$ cat config.mk
export PLATFORM = sky130hd
export DESIGN_NAME = code_lock_flat
export DESIGN_NICKNAME = d
export VERILOG_FILES = /design/src/rtl/code_lock_pkg.sv /design/src/rtl/code_lock_if.sv /design/src/rtl/code_lock_collector.sv /design/src/rtl/code_lock.sv /design/src/flat_wrapper.sv
export SDC_FILE = /design/constraint.sdc
export NUM_CORES = 1
export LEC_CHECK = 0
export ABC_AREA = 1
export CAP_MARGIN = 20
export CELL_PAD_IN_SITES_DETAIL_PLACEMENT = 1
export CELL_PAD_IN_SITES_GLOBAL_PLACEMENT = 2
export CORE_AREA = 2 2 72 74
export DETAILED_ROUTE_END_ITERATION = 8
export DIE_AREA = 0 0 74 76
export PLACE_DENSITY = 0.75
export SYNTH_ARGS = -nofsm -noshare
export SYNTH_HDL_FRONTEND = slang
export SYNTH_SLANG_ARGS = --single-unit
$ cat constraint.sdc
create_clock -name clk -period 1.5 [get_ports clk]
set_clock_uncertainty 0.05 [all_clocks]
set_input_delay 0.3 -clock clk [delete_from_list [all_inputs] [get_ports clk]]
set_output_delay 0.3 -clock clk [all_outputs]
set_load 0.02 [all_outputs]
$ cat src/rtl/code_lock_pkg.sv
// code_lock_pkg: shared types and parameter-legality helpers for the serial code lock.
//   code_lock_state_t : FSM state encoding (COLLECT, CHECK, OPEN, PROGRAM, LOCKOUT)
//   MIN_*             : smallest legal values of the configuration parameters
//   params_legal()    : returns 1 when a parameter set is usable
package code_lock_pkg;

  typedef enum logic [2:0] {
    COLLECT = 3'd0,
    CHECK   = 3'd1,
    OPEN    = 3'd2,
    PROGRAM = 3'd3,
    LOCKOUT = 3'd4
  } code_lock_state_t;

  localparam int MIN_CODE_W      = 1;
  localparam int MIN_MAX_TRIES   = 1;
  localparam int MIN_LOCKOUT_CYC = 1;

  function automatic bit params_legal(input int code_w, input int max_tries, input int lockout_cyc);
    return (code_w >= MIN_CODE_W) && (max_tries >= MIN_MAX_TRIES) && (lockout_cyc >= MIN_LOCKOUT_CYC);
  endfunction

endpackage

$ cat src/rtl/code_lock_if.sv
// code_lock_if: front-panel bundle of the code lock.
//   inputs to the lock : b_in, b_valid, abort, relock, prog_en
//   outputs of the lock: unlock, locked_out, fail, tries_left
//   master = front-panel side (drives inputs), slave = the lock itself.
interface code_lock_if #(
  parameter int MAX_TRIES = 3
);
  localparam int TRIES_W = $clog2(MAX_TRIES + 1);

  logic               b_in;
  logic               b_valid;
  logic               abort;
  logic               relock;
  logic               prog_en;
  logic               unlock;
  logic               locked_out;
  logic               fail;
  logic [TRIES_W-1:0] tries_left;

  modport master (
    output b_in, b_valid, abort, relock, prog_en,
    input  unlock, locked_out, fail, tries_left
  );

  modport slave (
    input  b_in, b_valid, abort, relock, prog_en,
    output unlock, locked_out, fail, tries_left
  );

endinterface

$ cat src/rtl/code_lock_collector.sv
// code_lock_collector: serial LSB-first accumulator shared by code entry and programming.
//   clk, clear    : clock and asynchronous active-low reset
//   bit_i/valid_i : serial bit and its qualifier
//   abort_i       : clears the bit counter; wins over valid_i
//   data_o        : registered accumulated bits
//   data_next_o   : accumulated bits including the bit accepted on this edge
//   done_o        : high on the cycle whose edge accepts the final bit
module code_lock_collector #(
  parameter int CODE_W = 6
) (
  input  logic              clk,
  input  logic              clear,
  input  logic              bit_i,
  input  logic              valid_i,
  input  logic              abort_i,
  output logic [CODE_W-1:0] data_o,
  output logic [CODE_W-1:0] data_next_o,
  output logic              done_o
);

  localparam int CNT_W = $clog2(CODE_W + 1);
  localparam logic [CNT_W-1:0] LAST_IDX = CNT_W'(CODE_W - 1);

  logic [CNT_W-1:0]  cnt_q;
  logic [CNT_W-1:0]  cnt_d;
  logic [CODE_W-1:0] data_q;
  logic [CODE_W-1:0] data_d;
  logic              take_s;

  // Next counter/data: abort clears the count, otherwise a valid bit lands at [cnt].
  always_comb begin
    cnt_d  = cnt_q;
    data_d = data_q;
    take_s = 1'b0;
    if (abort_i) begin
      cnt_d = '0;
    end else if (valid_i) begin
      take_s = 1'b1;
      for (int i = 0; i < CODE_W; i++) begin
        if (cnt_q == CNT_W'(i)) begin
          data_d[i] = bit_i;
        end else begin
          data_d[i] = data_q[i];
        end
      end
      if (cnt_q == LAST_IDX) begin
        cnt_d = '0;
      end else begin
        cnt_d = cnt_q + CNT_W'(1);
      end
    end else begin
      cnt_d = cnt_q;
    end
  end

  // Counter and accumulator registers.
  always_ff @(posedge clk or negedge clear) begin
    if (!clear) begin
      cnt_q  <= '0;
      data_q <= '0;
    end else begin
      cnt_q  <= cnt_d;
      data_q <= data_d;
    end
  end

  assign data_o      = data_q;
  assign data_next_o = data_d;
  assign done_o      = take_s && (cnt_q == LAST_IDX);

endmodule

$ cat src/rtl/code_lock.sv
// code_lock: serial code lock with reprogrammable code, retry limit and timed lockout.
//   clk   : clock, rising edge
//   clear : asynchronous active-low reset (also restores DEFAULT_CODE)
//   bus   : code_lock_if slave (b_in/b_valid/abort/relock/prog_en in,
//           unlock/locked_out/fail/tries_left out, all outputs registered)
module code_lock
  import code_lock_pkg::*;
#(
  parameter int                CODE_W       = 6,
  parameter logic [CODE_W-1:0] DEFAULT_CODE = CODE_W'(6'b101100),
  parameter int                MAX_TRIES    = 3,
  parameter int                LOCKOUT_CYC  = 16
) (
  input logic        clk,
  input logic        clear,
  code_lock_if.slave bus
);

  localparam int TRIES_W = $clog2(MAX_TRIES + 1);
  localparam int TIMER_W = $clog2(LOCKOUT_CYC + 1);
  localparam logic [TRIES_W-1:0] TRIES_FULL = TRIES_W'(MAX_TRIES);
  localparam logic [TIMER_W-1:0] TIMER_LOAD = TIMER_W'(LOCKOUT_CYC);

  if (!params_legal(CODE_W, MAX_TRIES, LOCKOUT_CYC)) begin : g_param_check
    $error("code_lock: CODE_W, MAX_TRIES and LOCKOUT_CYC must all be >= 1");
  end

  code_lock_state_t   state_q;
  code_lock_state_t   state_d;
  logic [TRIES_W-1:0] tries_q;
  logic [TRIES_W-1:0] tries_d;
  logic [TRIES_W-1:0] tries_dec_s;
  logic [TIMER_W-1:0] timer_q;
  logic [TIMER_W-1:0] timer_d;
  logic [CODE_W-1:0]  code_q;
  logic [CODE_W-1:0]  code_d;
  logic               unlock_q;
  logic               unlock_d;
  logic               locked_out_q;
  logic               locked_out_d;
  logic               fail_q;
  logic               fail_d;

  logic               col_valid_s;
  logic               col_clr_s;
  logic               col_done_s;
  logic [CODE_W-1:0]  col_data_s;
  logic [CODE_W-1:0]  col_data_next_s;

  code_lock_collector #(
    .CODE_W (CODE_W)
  ) u_collector (
    .clk         (clk),
    .clear       (clear),
    .bit_i       (bus.b_in),
    .valid_i     (col_valid_s),
    .abort_i     (col_clr_s),
    .data_o      (col_data_s),
    .data_next_o (col_data_next_s),
    .done_o      (col_done_s)
  );

  // Collector steering: bits only count in COLLECT/PROGRAM; elsewhere the counter is held at 0
  // so that PROGRAM and the next COLLECT always start from bit 0.
  always_comb begin
    col_valid_s = 1'b0;
    col_clr_s   = 1'b1;
    case (state_q)
      COLLECT: begin
        col_valid_s = bus.b_valid;
        col_clr_s   = bus.abort;
      end
      PROGRAM: begin
        col_valid_s = bus.b_valid;
        col_clr_s   = bus.abort | bus.relock;
      end
      default: begin
        col_valid_s = 1'b0;
        col_clr_s   = 1'b1;
      end
    endcase
  end

  // Saturating decrement so tries_left can never wrap below zero.
  always_comb begin
    if (tries_q != '0) begin
      tries_dec_s = tries_q - TRIES_W'(1);
    end else begin
      tries_dec_s = '0;
    end
  end

  // Next-state and next-output logic; outputs are derived from the next state and registered.
  always_comb begin
    state_d = state_q;
    tries_d = tries_q;
    timer_d = timer_q;
    code_d  = code_q;
    fail_d  = 1'b0;
    case (state_q)
      COLLECT: begin
        if (col_done_s) begin
          state_d = CHECK;
        end else begin
          state_d = COLLECT;
        end
      end
      CHECK: begin
        if (col_data_s == code_q) begin
          state_d = OPEN;
          tries_d = TRIES_FULL;
        end else begin
          fail_d  = 1'b1;
          tries_d = tries_dec_s;
          if (tries_dec_s == '0) begin
            state_d = LOCKOUT;
            timer_d = TIMER_LOAD;
          end else begin
            state_d = COLLECT;
          end
        end
      end
      OPEN: begin
        if (bus.relock) begin
          state_d = COLLECT;
        end else if (bus.prog_en) begin
          state_d = PROGRAM;
        end else begin
          state_d = OPEN;
        end
      end
      PROGRAM: begin
        if (bus.relock) begin
          state_d = COLLECT;
        end else if (bus.abort) begin
          state_d = OPEN;
        end else if (col_done_s) begin
          code_d  = col_data_next_s;
          state_d = OPEN;
        end else begin
          state_d = PROGRAM;
        end
      end
      LOCKOUT: begin
        // Leave on the edge where the timer reads 1 (0 only if the state is somehow corrupted).
        if (timer_q <= TIMER_W'(1)) begin
          state_d = COLLECT;
          tries_d = TRIES_FULL;
          timer_d = '0;
        end else begin
          timer_d = timer_q - TIMER_W'(1);
        end
      end
      default: begin
        state_d = COLLECT;
        tries_d = TRIES_FULL;
        timer_d = '0;
      end
    endcase
    unlock_d     = (state_d == OPEN) || (state_d == PROGRAM);
    locked_out_d = (state_d == LOCKOUT);
  end

  // State, counters, code store and registered outputs.
  always_ff @(posedge clk or negedge clear) begin
    if (!clear) begin
      state_q      <= COLLECT;
      tries_q      <= TRIES_FULL;
      timer_q      <= '0;
      code_q       <= DEFAULT_CODE;
      unlock_q     <= 1'b0;
      locked_out_q <= 1'b0;
      fail_q       <= 1'b0;
    end else begin
      state_q      <= state_d;
      tries_q      <= tries_d;
      timer_q      <= timer_d;
      code_q       <= code_d;
      unlock_q     <= unlock_d;
      locked_out_q <= locked_out_d;
      fail_q       <= fail_d;
    end
  end

  assign bus.unlock     = unlock_q;
  assign bus.locked_out = locked_out_q;
  assign bus.fail       = fail_q;
  assign bus.tries_left = tries_q;

endmodule

$ cat src/flat_wrapper.sv
// flat-port wrapper written by rule: the top's interface ports become plain ports
module code_lock_flat import code_lock_pkg::*;
#(
  parameter int                CODE_W       = 6,
  parameter logic [CODE_W-1:0] DEFAULT_CODE = CODE_W'(6'b101100),
  parameter int                MAX_TRIES    = 3,
  parameter int                LOCKOUT_CYC  = 16
)
  (clk, clear, bus_b_in, bus_b_valid, bus_abort, bus_relock, bus_prog_en, bus_unlock, bus_locked_out, bus_fail, bus_tries_left);
  code_lock_if #(.MAX_TRIES(MAX_TRIES)) bus_i ();
  input logic clk;
  input logic clear;
  input wire logic [$bits(bus_i.b_in)-1:0] bus_b_in;
  input wire logic [$bits(bus_i.b_valid)-1:0] bus_b_valid;
  input wire logic [$bits(bus_i.abort)-1:0] bus_abort;
  input wire logic [$bits(bus_i.relock)-1:0] bus_relock;
  input wire logic [$bits(bus_i.prog_en)-1:0] bus_prog_en;
  output wire logic [$bits(bus_i.unlock)-1:0] bus_unlock;
  output wire logic [$bits(bus_i.locked_out)-1:0] bus_locked_out;
  output wire logic [$bits(bus_i.fail)-1:0] bus_fail;
  output wire logic [$bits(bus_i.tries_left)-1:0] bus_tries_left;
  assign bus_i.b_in = bus_b_in;
  assign bus_i.b_valid = bus_b_valid;
  assign bus_i.abort = bus_abort;
  assign bus_i.relock = bus_relock;
  assign bus_i.prog_en = bus_prog_en;
  assign bus_unlock = bus_i.unlock;
  assign bus_locked_out = bus_i.locked_out;
  assign bus_fail = bus_i.fail;
  assign bus_tries_left = bus_i.tries_left;
  code_lock #(.CODE_W(CODE_W), .DEFAULT_CODE(DEFAULT_CODE), .MAX_TRIES(MAX_TRIES), .LOCKOUT_CYC(LOCKOUT_CYC)) u_core (.clk(clk), .clear(clear), .bus(bus_i));
endmodule
==> metrics.cfg, run 1 <==
[worst_setup_path]
criticalPathCategory=reg2reg
critPathLaunchType=flip-flop
cp.buffers_inverters=1
cp_slowest_cell=dfrtp_1
worstPathRequired_ns=1.63
crit_path_cell_trace=nor2_2, nand2_2, a21oi_4, buf_6, nand4_1, and2_1
worst_path_dominant_cell_family=simple AND/OR/NAND/NOR gates
crit_arrival_ns=1.67
cp-end-kind=flip-flop
cp_max_fo=7
cpPeakStageDelay_ns=0.45

[route]
drt_drc_violations_left=0
vias=1450
first_pass_iters=4
drt_wl_total_um=3970
vias_per_cell=4.45
drtAntennaViolNets=0
wl_per_cell_um=12.2
drt-initial-drc-count=45

[grt]
grt_max_degree=29
grt_pass1_vias=1477
grt_usage_pct=15.6
antenna_found_initial=0
grt_pass1_wl_um=6820
grt-ovfl-total=0

[cts]
numClockSinks=28
cts_buffers=3
tritoncts=built
clk_pin_slew_ns=0.10
cts_buffer_depth=2
clk_latency_ns=0.28
postCtsHoldBufs=0
htreeDepth=1
cts_root_buffer=clkbuf_8

[finish]
drive_above_1_share_pct=28.5
fin_area_mm2=0.00215
num_antenna_cells=0
final_common_cell=nand2_1
final_util_pct=43.7
mostFrequentLayoutCells=69 x nand2_1, 25 x buf_4, 23 x dfrtp_1
final_nets=267
syn_to_final_growth_pct=33.0

[die]
die_y_um=76
ios=12
rows=26
dieArea_mm2=0.00562
fp.dieW_um=74
initial_utilization_pct=32.9
coreArea_mm2=0.00491

[power]
power_density_mw_per_mm2=790
comb_power_share_pct=20.6
pwr-share-clk_pct=28.9
leakage_uw=0.00111
ir_worst_vdd_v=0.000381
switchingPower_uw=496
p_int_uw=1200
seqPwrFrac_pct=50.6
power_switching_share_pct=29.3

[yosys]
synth-seq-cells=28
synthesis.nets=224
ys_types=26
synthCells=214
synth_area_mm2=0.00162
ys_top_cells_by_area=dfrtp_1 36%, nand2_1 18%, dfstp_2 8.1%
yosys_warnings=0
yosysSeqAreaShare_pct=43.8
synth.largest_area_cell=dfrtp_1
synth_top_area_share_pct=35.6
synth_area_per_cell_um2=7.55

[sta]
hold_ws_ns=0.319
fmax_mhz=650
finalCritPeriodShare_pct=103
finalCriticalPeriod_ns=1.54
fin_ws_ns=-0.0378
worst_pin_slew_ns=0.288
relSlewSlack_pct=80.6
setup_violations=8
fin_setup_tns_ns=-0.127
hold_viol=0
drv_slew=0
rsz0062_at_grt=true

[placed_design]
hpwl_um=3060
gp_congestion=0.736
placed_area_mm2=0.00199
portBuffers=11

[run_status]
violations=negative setup slack
status=finished, violations left

[flow_run]
maxCapViolations=0

[hold_path]
hold_class=in2async

## routing by layer
layer  share of wire, %  track usage (%)
met3                1.3             1.98
met2                 44             22.4
met4                1.9             7.09
met1                 53             23.1
met5                  0                0
## worst paths after layout
path	startpoint	endpoint	slack, ns	cells past startpoint
worst max-delay path	u_core.state_q[1]	u_core.u_collector.data_o[3]	-0.04	6
worst min-delay path	clear	u_core.u_collector.data_o[2]	0.32	2
worst max register to register	u_core.state_q[1]	u_core.u_collector.data_o[3]	-0.04	6
worst min register to register	u_core.code_q[5]	u_core.code_q[5]	0.43	2
max in group asynchronous	clear	u_core.bus.tries_left[0]	0.84	2
min in group clk	u_core.code_q[5]	u_core.code_q[5]	0.43	2
## per-stage QoR
step / total power, µW / cells / setup WS [ns]
2_1_floorplan: 1060 / 214 / 0.111
6_report: 1700 / 326 / -0.0378
3_5_place_dp: 1230 / 318 / -0.269
4_1_cts: 1720 / 324 / -0.00271
5_1_grt: 1810 / 326 / -0.131
3_3_place_gp: 1220 / 318 / -0.233
## sequential cells by signal, indices dropped and copies added (netlist names)
name	flops
u_core.code_q	6
u_core.u_collector.data_o	6
u_core.timer_q	5
u_core.state_q	3
u_core.u_collector.cnt_q	3
u_core.bus.tries_left	2
u_core.bus.fail	1
u_core.bus.locked_out	1
u_core.bus.unlock	1
## worst register-to-register path, cell delays in order (launching register included)
cell	delay, ns
dfrtp_1	0.45
nor2_2	0.17
nand2_2	0.10
a21oi_4	0.22
buf_6	0.17
nand4_1	0.12
and2_1	0.17
## power groups by stage
stage / clock network, µW / logic [µW] / registers [µW]
2_1_floorplan: 0 / 173 / 890
3_3_place_gp: 0 / 348 / 870
5_1_grt: 546 / 393 / 867
3_5_place_dp: 0 / 354 / 872
6_report: 490 / 349 / 858
4_1_cts: 509 / 350 / 858
## synth_stat cells, drive strengths merged
cell / n
nor2: 14
o211ai: 1
inv: 27
nand3b: 1
buf: 3
nand4: 5
xor2: 6
o31ai: 1
o21ai: 10
nand3: 23
dfstp: 5
ha: 3
and2: 3
dfrtp: 23
o21bai: 1
or2: 1
nor3: 4
a21oi: 1
nand2: 82
## cell families (layout without fill, tap and decap cells)
family / Yosys count / in the layout / share of synthesized area (%)
simple gates: 133 / 133 / 37.5
xor+xnor: 6 / 6 / 3.25
compound gates: 14 / 14 / 5.04
flops: 28 / 28 / 43.8
fa+ha+maj: 3 / 3 / 2.32
buf+inv: 30 / 72 / 8.13
## final cells by class
| class | count | area (µm²) |
|---|---|---|
| timing repair buffer | 41 | 349 |
| tap | 70 | 87.6 |
| inverter | 27 | 104 |
| fill | 617 | 2760 |
| sequential | 28 | 707 |
| clock buffer | 4 | 55.1 |
| multi-input combinational | 156 | 846 |
## timing repair
| item | in CTS | in global routing |
|---|---|---|
| endpoints found under the setup margin | 19 | 23 |
| setup buffers | 2 | 2 |
| gates resized for setup | 17 | 20 |
| pin swaps | 2 | 9 |
No activity file was read; power rests on OpenSTA's default activity.
==> run 2, diff against run 1 <==
--- a/config.mk
+++ b/config.mk
@@ -10,6 +10,7 @@
 export CELL_PAD_IN_SITES_DETAIL_PLACEMENT = 1
 export CELL_PAD_IN_SITES_GLOBAL_PLACEMENT = 2
 export CORE_AREA = 2 2 72 74
+export CTS_CLUSTER_DIAMETER = 80
 export DETAILED_ROUTE_END_ITERATION = 8
 export DIE_AREA = 0 0 74 76
 export PLACE_DENSITY = 0.75
==> results of run 2 <==
Same layout as run 1: the final DEF is identical, and so are final timing and power.
